$ cat config.mk
export PLATFORM = sky130hd
export DESIGN_NAME = fetch_pc_stage_flat
export DESIGN_NICKNAME = d
export VERILOG_FILES = /design/src/rtl/fetch_pc_if.sv /design/src/rtl/fetch_pc_stage.sv /design/src/flat_wrapper.sv
export SDC_FILE = /design/constraint.sdc
export NUM_CORES = 1
export LEC_CHECK = 0
export CAP_MARGIN = 20
export CORE_ASPECT_RATIO = 1.2
export CORE_MARGIN = 1
export CORE_UTILIZATION = 50
export DETAILED_ROUTE_END_ITERATION = 8
export PLACE_DENSITY = 0.86
export SLEW_MARGIN = 30
export SYNTH_ARGS = -nofsm -noshare
export SYNTH_HDL_FRONTEND = slang
export SYNTH_SLANG_ARGS = --single-unit
$ cat constraint.sdc
create_clock -name clk -period 3.75 [get_ports clk]
set_clock_uncertainty 0.2 [all_clocks]
set_input_delay 0.75 -clock clk [delete_from_list [all_inputs] [get_ports clk]]
set_output_delay 0.75 -clock clk [all_outputs]
set_load 0.02 [all_outputs]
$ cat src/rtl/fetch_pc_if.sv
// fetch_pc_if: hazard-unit/PC-select side to fetch PC stage bundle
interface fetch_pc_if #(
    parameter int WIDTH = 32,
    parameter int CNT_W = 16
);
    logic             enable;
    logic [WIDTH-1:0] pc_next;
    logic             redirect_valid;
    logic [WIDTH-1:0] redirect_pc;
    logic             exc_valid;
    logic             flush;
    logic [WIDTH-1:0] pc_out;
    logic             pc_valid;
    logic             pc_misaligned;
    logic             redirect_pending;
    logic [CNT_W-1:0] stall_count;

    modport master (
        output enable, pc_next, redirect_valid, redirect_pc, exc_valid, flush,
        input  pc_out, pc_valid, pc_misaligned, redirect_pending, stall_count
    );

    modport slave (
        input  enable, pc_next, redirect_valid, redirect_pc, exc_valid, flush,
        output pc_out, pc_valid, pc_misaligned, redirect_pending, stall_count
    );
endinterface

$ cat src/rtl/fetch_pc_stage.sv
// fetch_pc_stage: fetch PC register with stall, flush, prioritised redirect and pending buffer
module fetch_pc_stage #(
    parameter int               WIDTH      = 32,
    parameter logic [WIDTH-1:0] RESET_PC   = 32'h00400020,
    parameter logic [WIDTH-1:0] EXC_VECTOR = 32'h80000180,
    parameter int               CNT_W      = 16
) (
    input logic        clk,
    input logic        reset,
    fetch_pc_if.slave  bus
);
    logic [WIDTH-1:0] pend_pc;
    logic             pend_valid;
    logic             pend_exc;
    logic [WIDTH-1:0] pc_sel;

    assign bus.redirect_pending = pend_valid;

    // Source for the next fetch PC: exception, then live redirect, then buffered redirect, then sequential
    always_comb begin
        pc_sel = bus.exc_valid      ? EXC_VECTOR :
                 bus.redirect_valid ? bus.redirect_pc :
                 pend_valid         ? pend_pc :
                                      bus.pc_next;
    end

    // PC, bubble flag, pending redirect buffer and saturating stall counter
    always_ff @(posedge clk) begin
        if (reset) begin
            bus.pc_out        <= RESET_PC;
            bus.pc_valid      <= 1'b1;
            bus.pc_misaligned <= |RESET_PC[1:0];
            bus.stall_count   <= '0;
            pend_pc           <= RESET_PC;
            pend_valid        <= 1'b0;
            pend_exc          <= 1'b0;
        end else begin
            if (bus.enable) begin
                bus.pc_out        <= pc_sel;
                bus.pc_misaligned <= |pc_sel[1:0];
                pend_valid        <= 1'b0;
                pend_exc          <= 1'b0;
            end else begin
                if (bus.exc_valid) begin
                    pend_pc    <= EXC_VECTOR;
                    pend_exc   <= 1'b1;
                    pend_valid <= 1'b1;
                end else if (bus.redirect_valid && !pend_exc) begin
                    pend_pc    <= bus.redirect_pc;
                    pend_valid <= 1'b1;
                end
                if (bus.stall_count != '1)
                    bus.stall_count <= bus.stall_count + 1'b1;
            end
            if (bus.flush)
                bus.pc_valid <= 1'b0;
            else if (bus.enable)
                bus.pc_valid <= 1'b1;
        end
    end
endmodule

$ cat src/flat_wrapper.sv
// flat-port wrapper written by rule: the top's interface ports become plain ports
module fetch_pc_stage_flat 
#(
    parameter int               WIDTH      = 32,
    parameter logic [WIDTH-1:0] RESET_PC   = 32'h00400020,
    parameter logic [WIDTH-1:0] EXC_VECTOR = 32'h80000180,
    parameter int               CNT_W      = 16
)
  (clk, reset, bus_enable, bus_pc_next, bus_redirect_valid, bus_redirect_pc, bus_exc_valid, bus_flush, bus_pc_out, bus_pc_valid, bus_pc_misaligned, bus_redirect_pending, bus_stall_count);
  fetch_pc_if #(.WIDTH(WIDTH), .CNT_W(CNT_W)) bus_i ();
  input logic clk;
  input logic reset;
  input wire logic [$bits(bus_i.enable)-1:0] bus_enable;
  input wire logic [$bits(bus_i.pc_next)-1:0] bus_pc_next;
  input wire logic [$bits(bus_i.redirect_valid)-1:0] bus_redirect_valid;
  input wire logic [$bits(bus_i.redirect_pc)-1:0] bus_redirect_pc;
  input wire logic [$bits(bus_i.exc_valid)-1:0] bus_exc_valid;
  input wire logic [$bits(bus_i.flush)-1:0] bus_flush;
  output wire logic [$bits(bus_i.pc_out)-1:0] bus_pc_out;
  output wire logic [$bits(bus_i.pc_valid)-1:0] bus_pc_valid;
  output wire logic [$bits(bus_i.pc_misaligned)-1:0] bus_pc_misaligned;
  output wire logic [$bits(bus_i.redirect_pending)-1:0] bus_redirect_pending;
  output wire logic [$bits(bus_i.stall_count)-1:0] bus_stall_count;
  assign bus_i.enable = bus_enable;
  assign bus_i.pc_next = bus_pc_next;
  assign bus_i.redirect_valid = bus_redirect_valid;
  assign bus_i.redirect_pc = bus_redirect_pc;
  assign bus_i.exc_valid = bus_exc_valid;
  assign bus_i.flush = bus_flush;
  assign bus_pc_out = bus_i.pc_out;
  assign bus_pc_valid = bus_i.pc_valid;
  assign bus_pc_misaligned = bus_i.pc_misaligned;
  assign bus_redirect_pending = bus_i.redirect_pending;
  assign bus_stall_count = bus_i.stall_count;
  fetch_pc_stage #(.WIDTH(WIDTH), .RESET_PC(RESET_PC), .EXC_VECTOR(EXC_VECTOR), .CNT_W(CNT_W)) u_core (.clk(clk), .reset(reset), .bus(bus_i));
endmodule
==> run summary <==
The flow ran to the end, and the final reports show no timing, DRC or antenna violations. From left edge to right edge, the die measures around 80 um. The number of buffers created by CTS came out at 9.

STA classifies the critical path endpoint as a flop. The register-to-register path setup slack came out at 1600 ps. The worst vdd rail ir drop is 260 uV.

By area, the combinational part of the netlist is dominated by simple AND/OR/NAND/NOR gates. The total number of placement rows came out at 34. The average cell area after synthesis came out at 8.27 um^2. The minimum period implied by the final worst setup slack is 2830 ps. The number of vias in the routed layout came out at 3739. The final hold violation count came to 0. The most critical setup path has its startpoint at bus_enable.

The required arrival time at the worst endpoint came out at 3830 ps. Synthesis instantiated between 40 and 50 different standard cells from the library. For the final routed database, the setup TNS stands at 0 ps. The area share of fa/ha/maj cells after synthesis is 0.00330.

No sink is reached through more buffers than the 2 on the longest clock path. The tightest min-delay check is of the flop to flop type. The endpoint identified for the worst register-to-register timing path is u_core.bus.stall_count[5].

The startpoint of the most critical hold path is u_core.pend_pc[25]. For this run, the detailed router's first-pass iteration total came to 6. The number of resized instances in the post-cts repair step is 0. The net count after synthesis is 529. The number of flops mapped to enable cells by yosys came out at 0. The initial antenna violation count is 0.

The share of the yosys chip area belonging to registers came out at 0.444. The number of global-route vias before repair is 3573. The detailed router's first-iteration violation count came out at 186. Clock-pin slew was measured on the worst setup and hold paths at 80 ps. The summed instance area of the synthesized netlist came out at 0.00379 mm^2. The max-slew headroom at the worst pin is 0.410. After synthesis the netlist holds a flip-flop and latch count of 84.

The antenna diode count is 0. The number of sinks driven by the clock tree came out at 84. Setup repair after global routing left no endpoint under its margin. The largest stage delay on the critical path is 670 ps. The data arrival at the endpoint of the critical path is 2910 ps. The layout net count is 631. For this design the ratio of total power to cell area is 373 mW/mm^2. The initial core utilization came out at 0.521. The total global routing track utilization came out at 0.263. In the synthesized netlist the async set-or-reset flop fraction comes to 0. Of the post-synthesis cell area, the part taken by muxes is 0.0994. The final routed DRC violation total came out at 0.

Counting tap cells, the placed design contains a total of between 600 and 700 instances. The remaining number of nets flagged by the antenna check after routing is 0. In the synthesized netlist the dominant register cell turns out to be sky130_fd_sc_hd__dfxtp_1. The final layout contains routed wiring with a total length of 10000 um. The origin of the critical flop-to-flop path is u_core.bus.stall_count[0]. Port buffering added 120 buffers. The root cell of the clock tree is sky130_fd_sc_hd__clkbuf_8. The peak clock frequency supported by timing is 353 MHz.

The count of cells along the worst register-to-register path came out at 5. Once the clock tree was built, the setup fixing pass inserted 0 buffers. Walking the worst path, the cells encountered are clkdlybuf4s50_1, inv_2, o21a_1, buf_4, nand3_1, a21oi_1. The final critical-path share of the clock period is 0.755. The layout-stage area growth over the synthesis result is 37.1%. The critical path ends at u_core.pend_pc[9]. Once detailed placement completed, the half-perimeter wirelength came to 6840 um.

The post-detailed-route wirelength per cell came out at 15.3 um. The worst-path maximum fanout is 19. The worst setup path is launched from an input pin. The placeable core region came out at 0.00727 mm^2. The share of the synthesized area in compound gates (AO/OA/AOI/OAI) is 0.179. The largest net degree at the start of global routing is 62.

The slew at the pin closest to its max-slew limit came out at 884 ps. For this design, the slowest cell found on the critical path is sky130_fd_sc_hd__clkdlybuf4s50_1. For this run, the number of Yosys warnings is 0. The cell leakage power is 1.84 nW.

The count of final max-slew check failures is 0. The clock insertion delay at the later pin of the skew report came out at 350 ps. The cell count after synthesis is 458. After global routing the overflow that remains totals 0. The total die area is 0.00793 mm^2. The die span in y came out at around 97 um. The count of pins on the block boundary came out at 121. The number of levels in the clock H-tree came out at 3. Of the total synthesized cell area, the portion taken by AND, OR, NAND and NOR gates is 0.221.

The first-pass GRT wire length came out at 16300 um. Total power for the finished layout comes to 0.00194 W. TritonCTS built the clock tree. After clock tree synthesis, the flow added hold-fix buffers numbering 0. In the final layout, the share of cells above drive strength 1 is 0.0656. In the routed layout, each cell is associated on average with a via count of 5.72. Setup violations remaining at the end of the flow were counted as 0. The final weighted congestion of routability-driven global placement is 0.912. The finished layout holds 654 standard cells, fillers aside. The max-cap check violation count came out at 0. The worst setup path is of the input pin to flop kind. Of the total synthesized cell area, the portion taken by XOR and XNOR cells is 0.00694.
## worst max-delay path: cells and delay by family
kind | cells | cell delay, ps
buf+inv | 3 | 1260
compound gates | 2 | 800
simple gates | 1 | 90
## how the worst min path moves through the flow
stage,to,cells past startpoint
6_report,u_core.pend_pc[25],2
5_1_grt,u_core.pend_pc[1],2
4_1_cts,u_core.pend_pc[6],2
3_5_place_dp,u_core.pend_pc[6],2
3_3_place_gp,u_core.pend_pc[26],2
2_1_floorplan,u_core.pend_pc[0],2
## Yosys cell counts, types with 2 or more instances
library cell               count  area share
sky130_fd_sc_hd__a211o_1       2      0.0046
sky130_fd_sc_hd__a211oi_1      5      0.0099
sky130_fd_sc_hd__a21oi_1      62       0.082
sky130_fd_sc_hd__a221o_1       2      0.0053
sky130_fd_sc_hd__a31oi_1       3      0.0050
sky130_fd_sc_hd__and3_1        2      0.0033
sky130_fd_sc_hd__and4_1        2      0.0046
sky130_fd_sc_hd__buf_1         3      0.0030
sky130_fd_sc_hd__buf_2         4      0.0053
sky130_fd_sc_hd__clkbuf_1     25       0.025
sky130_fd_sc_hd__clkbuf_8      2      0.0073
sky130_fd_sc_hd__dfxtp_1      84        0.44
sky130_fd_sc_hd__inv_1         3      0.0030
sky130_fd_sc_hd__mux2_2        5       0.015
sky130_fd_sc_hd__mux2i_1      32       0.085
sky130_fd_sc_hd__nand2_1      67       0.066
sky130_fd_sc_hd__nand3_1      29       0.038
sky130_fd_sc_hd__nand4_1       3      0.0050
sky130_fd_sc_hd__nand4_2       2      0.0066
sky130_fd_sc_hd__nand4b_1      2      0.0046
sky130_fd_sc_hd__nor2_1       39       0.039
sky130_fd_sc_hd__nor2b_1       4      0.0066
sky130_fd_sc_hd__nor3_1        7      0.0092
sky130_fd_sc_hd__nor4_1        4      0.0066
sky130_fd_sc_hd__o21a_1        2      0.0040
sky130_fd_sc_hd__o21ai_0      31       0.041
sky130_fd_sc_hd__o21bai_1      3      0.0059
sky130_fd_sc_hd__o31a_1        2      0.0046
sky130_fd_sc_hd__o31ai_1       3      0.0059
sky130_fd_sc_hd__o41ai_1       2      0.0046
sky130_fd_sc_hd__or4_1         5      0.0099
sky130_fd_sc_hd__xnor2_1       3      0.0069
## per-layer routing
metal	global-route usage	part of all wire
met4	0.118	0.021
met1	0.309	0.41
met2	0.442	0.49
met5	0	0
met3	0.0629	0.082
## kinds of logic (layout without fill, tap and decap cells)
family,count (synthesis),after routing
fa+ha+maj,1,1
compound gates,120,120
mux,37,37
buf+inv,39,145
simple gates,174,174
xor+xnor,3,3
flops,84,84
## cells in the final DEF, fill, tap and decap left out, types with 2 or more instances in the layout
| cell | instances |
|---|---|
| sky130_fd_sc_hd__clkdlybuf4s50_1 | 118 |
| sky130_fd_sc_hd__xnor2_1 | 3 |
| sky130_fd_sc_hd__o21ai_0 | 31 |
| sky130_fd_sc_hd__nand4_2 | 2 |
| sky130_fd_sc_hd__mux2_2 | 5 |
| sky130_fd_sc_hd__clkbuf_8 | 9 |
| sky130_fd_sc_hd__a31oi_1 | 3 |
| sky130_fd_sc_hd__buf_4 | 6 |
| sky130_fd_sc_hd__o21a_1 | 2 |
| sky130_fd_sc_hd__clkinv_2 | 2 |
| sky130_fd_sc_hd__a211o_1 | 2 |
| sky130_fd_sc_hd__and4_1 | 2 |
| sky130_fd_sc_hd__o41ai_1 | 2 |
| sky130_fd_sc_hd__a211oi_1 | 5 |
| sky130_fd_sc_hd__nor2_1 | 38 |
| sky130_fd_sc_hd__nor2b_1 | 4 |
| sky130_fd_sc_hd__o21bai_1 | 3 |
| sky130_fd_sc_hd__a21oi_1 | 62 |
| sky130_fd_sc_hd__bufinv_16 | 2 |
| sky130_fd_sc_hd__buf_2 | 2 |
| sky130_fd_sc_hd__dfxtp_1 | 83 |
| sky130_fd_sc_hd__nor3_1 | 7 |
| sky130_fd_sc_hd__inv_1 | 3 |
| sky130_fd_sc_hd__o31ai_1 | 3 |
| sky130_fd_sc_hd__nand4_1 | 3 |
| sky130_fd_sc_hd__and3_1 | 2 |
| sky130_fd_sc_hd__or4_1 | 5 |
| sky130_fd_sc_hd__nand3_1 | 29 |
| sky130_fd_sc_hd__nand4b_1 | 2 |
| sky130_fd_sc_hd__nor4_1 | 4 |
| sky130_fd_sc_hd__mux2i_1 | 32 |
| sky130_fd_sc_hd__nand2_1 | 67 |
| sky130_fd_sc_hd__a221o_1 | 2 |
| sky130_fd_sc_hd__o31a_1 | 2 |
## registers in the layout (all words and copies together) (netlist names)
name	cells
u_core.bus.pc_misaligned	1
u_core.bus.pc_out	32
u_core.bus.pc_valid	1
u_core.bus.redirect_pending	1
u_core.bus.stall_count	16
u_core.pend_exc	1
u_core.pend_pc	32
## power breakdown
part	internal, W	switching (W)	leakage, nW	total (W)
clock	0.000369	0.000314	0.102	0.000684
sequential	0.000928	0.0000234	0.686	0.000951
combinational	0.000153	0.000149	1.05	0.000302
## layout make-up
| cell class | count | area (um^2) |
|---|---|---|
| Fill cell | 566 | 2080 |
| Multi-Input combinational cell | 335 | 1940 |
| Sequential cell | 84 | 1680 |
| Timing Repair Buffer | 126 | 1240 |
| Clock buffer | 10 | 128 |
| Tap cell | 90 | 113 |
| Clock inverter | 5 | 77.6 |
| Inverter | 4 | 15.0 |
## per-stage QoR
step                      worst slack, ps  cell area (um^2)   util  hold WS, ps
final                                 919              5190  0.714          256
after global routing                  701              5190  0.714          282
after CTS                             952              5190  0.714          257
after detailed placement              588              4990  0.685          246
after global placement                680              4990  0.685          238
after floorplan                      1540              3790      -          229
Power figures use the tool's default switching activity.
